**config.mk**
```make
export PLATFORM = sky130hd
export DESIGN_NAME = id_lane_queue
export DESIGN_NICKNAME = d
export VERILOG_FILES = /design/src/rtl/id_lane_queue.sv
export SDC_FILE = /design/constraint.sdc
export NUM_CORES = 2
export LEC_CHECK = 0
export BUFFER_PORTS_ARGS = -buffer_cell sky130_fd_sc_hd__buf_2
export CELL_PAD_IN_SITES_DETAIL_PLACEMENT = 0
export CELL_PAD_IN_SITES_GLOBAL_PLACEMENT = 1
export CORE_MARGIN = 2
export CORE_UTILIZATION = 55
export CTS_CLUSTER_DIAMETER = 40
export DETAILED_ROUTE_END_ITERATION = 8
export HOLD_SLACK_MARGIN = 0.1
export PLACE_DENSITY = 0.91
export SYNTH_ARGS = -nofsm -noshare
export SYNTH_HDL_FRONTEND = slang
export SYNTH_SLANG_ARGS = --single-unit
```
**constraint.sdc**
```tcl
create_clock -name clk -period 24.8 [get_ports clk]
set_clock_uncertainty 0.05 [all_clocks]
set_input_delay 0 -clock clk [delete_from_list [all_inputs] [get_ports clk]]
set_output_delay 0 -clock clk [all_outputs]
set_load 0.005 [all_outputs]
```
**src/rtl/id_lane_queue.sv**
```systemverilog
// N-lane in-order decode buffer: accepts up to LANES fetch lanes per cycle, presents the
// oldest entries and raises a branch redirect when a redirecting entry leaves the queue.
module id_lane_queue #(
  parameter int unsigned LANES  = 2,
  parameter int unsigned DEPTH  = 8,
  parameter int unsigned DATA_W = 64,
  parameter int unsigned PC_W   = 32
) (
  input  logic                         clk,
  input  logic                         rst_n,
  input  logic [LANES-1:0]             pre_to_now_valid_i,
  input  logic [LANES*DATA_W-1:0]      pre_to_ibus,
  input  logic [LANES-1:0]             pre_redirect_i,
  input  logic [LANES*PC_W-1:0]        pre_target_i,
  output logic                         now_allowin_o,
  input  logic                         next_allowin_i,
  output logic [LANES-1:0]             now_to_next_valid_o,
  output logic [LANES*DATA_W-1:0]      to_next_obus,
  input  logic                         excep_flush_i,
  output logic                         branch_flush_o,
  output logic [PC_W-1:0]              branch_flush_pc_o,
  output logic [$clog2(DEPTH+1)-1:0]   count_o,
  output logic                         error_o
);

  localparam int unsigned AW    = $clog2(DEPTH);
  localparam int unsigned PTR_W = AW + 1;
  localparam int unsigned CNT_W = $clog2(DEPTH + 1);
  localparam int unsigned LW    = $clog2(LANES + 1);

  logic [DATA_W-1:0] payload_q [DEPTH];
  logic              redir_q   [DEPTH];
  logic [PC_W-1:0]   target_q  [DEPTH];

  logic [PTR_W-1:0]  head_q, tail_q;
  logic [CNT_W-1:0]  count_q;
  logic              error_q;

  logic [AW-1:0]     rd_idx [LANES];
  logic [AW-1:0]     wr_idx [LANES];
  logic [LW-1:0]     n_raw, n, push_n, off;
  logic              brk_hit;
  logic [PC_W-1:0]   brk_tgt;
  logic              allowin, any_valid, contig, push, pop, bflush, err_set;

  assign allowin   = (CNT_W'(DEPTH) - count_q) >= CNT_W'(LANES);
  assign any_valid = |pre_to_now_valid_i;
  assign contig    = (pre_to_now_valid_i & (pre_to_now_valid_i + LANES'(1))) == '0;
  assign push      = allowin & any_valid & ~excep_flush_i & ~bflush;
  assign pop       = next_allowin_i & ~excep_flush_i;
  assign bflush    = pop & brk_hit;
  assign err_set   = (push & ~contig) | (~allowin & any_valid);

  // Presented group: oldest entries, cut just after the first redirecting entry.
  always_comb begin
    n_raw   = (count_q >= CNT_W'(LANES)) ? LW'(LANES) : LW'(count_q);
    n       = n_raw;
    brk_hit = 1'b0;
    brk_tgt = '0;
    for (int k = 0; k < LANES; k++) begin
      rd_idx[k] = AW'(head_q + PTR_W'(k));
    end
    for (int k = 0; k < LANES; k++) begin
      if (!brk_hit && (LW'(k) < n_raw) && redir_q[rd_idx[k]]) begin
        brk_hit = 1'b1;
        n       = LW'(k + 1);
        brk_tgt = target_q[rd_idx[k]];
      end
    end
  end

  always_comb begin
    now_to_next_valid_o = '0;
    to_next_obus        = '0;
    for (int k = 0; k < LANES; k++) begin
      if (LW'(k) < n) begin
        now_to_next_valid_o[k]          = ~excep_flush_i;
        to_next_obus[k*DATA_W +: DATA_W] = payload_q[rd_idx[k]];
      end
    end
  end

  // Valid lanes pack densely from tail in lane order.
  always_comb begin
    off = '0;
    for (int k = 0; k < LANES; k++) begin
      wr_idx[k] = AW'(tail_q + PTR_W'(off));
      if (pre_to_now_valid_i[k]) off = off + LW'(1);
    end
    push_n = off;
  end

  assign now_allowin_o     = allowin;
  assign branch_flush_o    = bflush;
  assign branch_flush_pc_o = bflush ? brk_tgt : '0;
  assign count_o           = count_q;
  assign error_o           = error_q;

  always_ff @(posedge clk) begin
    if (push) begin
      for (int k = 0; k < LANES; k++) begin
        if (pre_to_now_valid_i[k]) begin
          payload_q[wr_idx[k]] <= pre_to_ibus[k*DATA_W +: DATA_W];
          redir_q[wr_idx[k]]   <= pre_redirect_i[k];
          target_q[wr_idx[k]]  <= pre_target_i[k*PC_W +: PC_W];
        end
      end
    end
  end

  always_ff @(posedge clk or negedge rst_n) begin
    if (!rst_n) begin
      head_q  <= '0;
      tail_q  <= '0;
      count_q <= '0;
      error_q <= 1'b0;
    end else begin
      if (err_set) error_q <= 1'b1;
      if (excep_flush_i || bflush) begin
        head_q  <= tail_q;
        count_q <= '0;
      end else begin
        head_q  <= head_q + PTR_W'(pop ? n : LW'(0));
        tail_q  <= tail_q + PTR_W'(push ? push_n : LW'(0));
        count_q <= count_q + CNT_W'(push ? push_n : LW'(0)) - CNT_W'(pop ? n : LW'(0));
      end
    end
  end

endmodule
```
==> results_dict.tcl <==
set metrics [dict create \
    status "completed" \
    cts_resized 0 \
    clkTransAtPathRegs_ns 0.06 \
    die-area_um2 86100 \
    avgSynthCellArea_um2 16.6 \
    period_minus_slack_ns 6.16 \
    rsz0062_at_grt "false" \
    dpl.hpwl_um 77300 \
    holdWs_ns 0.190 \
    num-nets-final 3605 \
    wl_um 138000 \
    synth-edff-count 776 \
    ant_nets 0 \
    cts_tree "built" \
    synthCells 2780 \
    final_common_cell "edfxtp_1" \
    reg2reg_depth 9 \
    rr_startpoint "head_q[0]$_DFF_PN0_" \
    cp-start-kind "flop" \
    cts_setup_buffers 0 \
    fin_crit_sh 0.248 \
    path_depth 9 \
    viasPerCell 6.75 \
    cp-end-kind "flop" \
    maxSlewHeadroom 0.0253 \
    rrSetupSlack_ns 18.64 \
    ys_types 51 \
    grt_pass1_vias 32500 \
    worstHoldPathCells 3 \
    root_buffer "clkbuf_16" \
    dp_cells 4044 \
    cts_buffer_depth 3 \
    ys_seq_elements 787 \
    areaGrowthSynthToFinish_pct 21.5 \
    final_cell_mix "edfxtp_1 (776), mux2_2 (712), mux4_2 (386), buf_2 (368), dlygate4sd3_1 (298)" \
    whs_endpoint "target_q[7][8]$_DFFE_PP_" \
    worstPathArrival_ns 6.56 \
    place_area_um2 48700 \
    final_cells 4595 \
    portBuffers 368 \
    min_path_type "input pin to flop" \
    cp_top_family "buffers and inverters" \
    drv_cap 0 \
    vias 31000 \
    numCtsBuffers 121 \
    core_area_um2 83300 \
    yosys_warnings 0 \
    critPathRequiredTime_ns 25.20 \
    final_layout_size_suffix_gt1_frac 0.517 \
    overflow 0 \
    grt_pass1_wl_um 204000 \
    yosysSeqAreaShare 0.512 \
    final_max_slew_viol_count 0 \
    p_per_area_nw_per_um2 113 \
    drt_iter0_markers 3276 \
    fp.dieW_um 293 \
    fmax_ghz 0.162 \
    finalHoldViolations 0 \
    path_class "flop to flop" \
    synthArstFlopShare 0.0140 \
    die_h_um 293 \
    crit_slowest_cell "buf_4" \
    io_pins 369 \
    synth_nets 3000 \
    fin_area_um2 55900 \
    avgRoutedWirePerCell_um 30.0 \
    r2r-end "payload_q[1][27]$_DFFE_PP_" \
    cp_cell_sequence "buf_12, mux2_2, o22ai_1, or4b_1, and4b_4, buf_4, buf_4, mux2_2, dlygate4sd3_1" \
    finalSetupTns_ns 0 \
    rows 106 \
    irDropWorstVdd_mv 0.207 \
    synth-main-ff-cell "edfxtp_1" \
    syn_area_um2 46100 \
    grt_max_degree 164 \
    antenna_found_initial 30 \
    holdBufCountCts 298 \
    tightest_slew_ns 1.46 \
    clock_latency_ns 0.71 \
    final_util 0.672 \
    dr.pass1.iters 5 \
    htreeDepth 3 \
    path_buf_inv 4 \
    setup_viol 0 \
    leakage_uw 0.0198 \
    place_congestion 0.871 \
    cts.sinks 787 \
    max_stage_delay_ns 0.83 \
    grt_usage 0.318 \
    cp_max_fo 163 \
    initial_utilization 0.553 \
    hp-start "pre_target_i[8]" \
    drc 0 \
]
==> logic make-up after synthesis <==
family	count (synthesis)	synth area share
multiplexers	1280	0.409
flip-flops	787	0.512
AND/OR/NAND/NOR	320	0.0305
buffers and inverters	248	0.0247
AO/OA/AOI/OAI	118	0.0162
adder cells (fa/ha/maj)	20	0.00609
XOR/XNOR	7	0.00149
==> routing by layer <==
| layer | track usage | wire (um) | up-vias |
|---|---|---|---|
| met4 | 0.134 | 6080 | 14 |
| met5 | 0 | 93 | - |
| met2 | 0.524 | 67700 | 1875 |
| met1 | 0.416 | 51600 | 16100 |
| li1 | - | - | 12600 |
| met3 | 0.0621 | 12500 | 402 |
==> sequential cells by signal (all words and copies together), names as in the netlist <==
signal     count
count_o        4
payload_q    512
target_q     256
tail_q         3
head_q         3
error_o        1
redir_q        8
==> per-stage QoR <==
| step | power (uW) | setup slack [ns] |
|---|---|---|
| after detailed placement | 4540 | 18.66 |
| final | 6350 | 18.64 |
| after global placement | 4470 | 18.71 |
| after floorplan | 3680 | 12.04 |
| after CTS | 6320 | 18.67 |
| after global routing | 6570 | 18.30 |
==> where the power goes <==
part / internal, uW / total [uW] / switching (uW)
registers: 1680 / 1800 / 121
clock network: 1070 / 1740 / 669
logic: 1290 / 2810 / 1520
total: 4030 / 6350 / 2310
==> area by class of cell <==
type / instances / area [um2]
flip-flops and latches: 787 / 23600
inverters: 18 / 67.6
well taps: 1080 / 1350
multi-input cells: 1745 / 21500
clock buffers: 129 / 3080
diodes: 24 / 60.1
repair buffers: 712 / 5190
fillers: 5567 / 27400
clock inverters: 100 / 1090
==> synth_stat cells (5+ instances only) <==
| library cell | count | area share |
|---|---|---|
| nand3_1 | 5 | 0.00054 |
| ha_1 | 16 | 0.0043 |
| and3_1 | 22 | 0.0030 |
| mux2_4 | 57 | 0.019 |
| or3_1 | 5 | 0.00068 |
| clkbuf_1 | 76 | 0.0062 |
| inv_1 | 18 | 0.0015 |
| buf_1 | 51 | 0.0042 |
| nor2_1 | 86 | 0.0070 |
| mux4_2 | 386 | 0.19 |
| o22a_1 | 12 | 0.0023 |
| nor3_1 | 5 | 0.00054 |
| mux2i_1 | 111 | 0.024 |
| dfrtp_1 | 11 | 0.0060 |
| mux2_1 | 14 | 0.0034 |
| a21o_1 | 6 | 0.00098 |
| mux2_2 | 712 | 0.17 |
| edfxtp_1 | 776 | 0.51 |
| buf_4 | 8 | 0.0013 |
| a211oi_1 | 21 | 0.0034 |
| buf_6 | 9 | 0.0022 |
| xnor2_1 | 6 | 0.0011 |
| nand2_1 | 172 | 0.014 |
| buf_2 | 86 | 0.0093 |
| a21oi_1 | 65 | 0.0071 |
==> worst min-delay path: stages <==
cell and delay, ns:
dlygate4sd3_1 0.52, buf_2 0.17, mux2_2 0.16
==> worst max path at each step <==
stage | slack [ns] | start | to
after floorplan | 12.04 | head_q[0]$_DFF_PN0_ | payload_q[0][0]$_DFFE_PP_
after CTS | 18.67 | head_q[0]$_DFF_PN0_ | payload_q[1][33]$_DFFE_PP_
final | 18.64 | head_q[0]$_DFF_PN0_ | payload_q[1][27]$_DFFE_PP_
after global placement | 18.71 | head_q[0]$_DFF_PN0_ | target_q[6][3]$_DFFE_PP_
after global routing | 18.30 | head_q[0]$_DFF_PN0_ | payload_q[6][47]$_DFFE_PP_
after detailed placement | 18.66 | head_q[0]$_DFF_PN0_ | target_q[6][21]$_DFFE_PP_
Note: power is estimated with default switching activity, not from simulation.
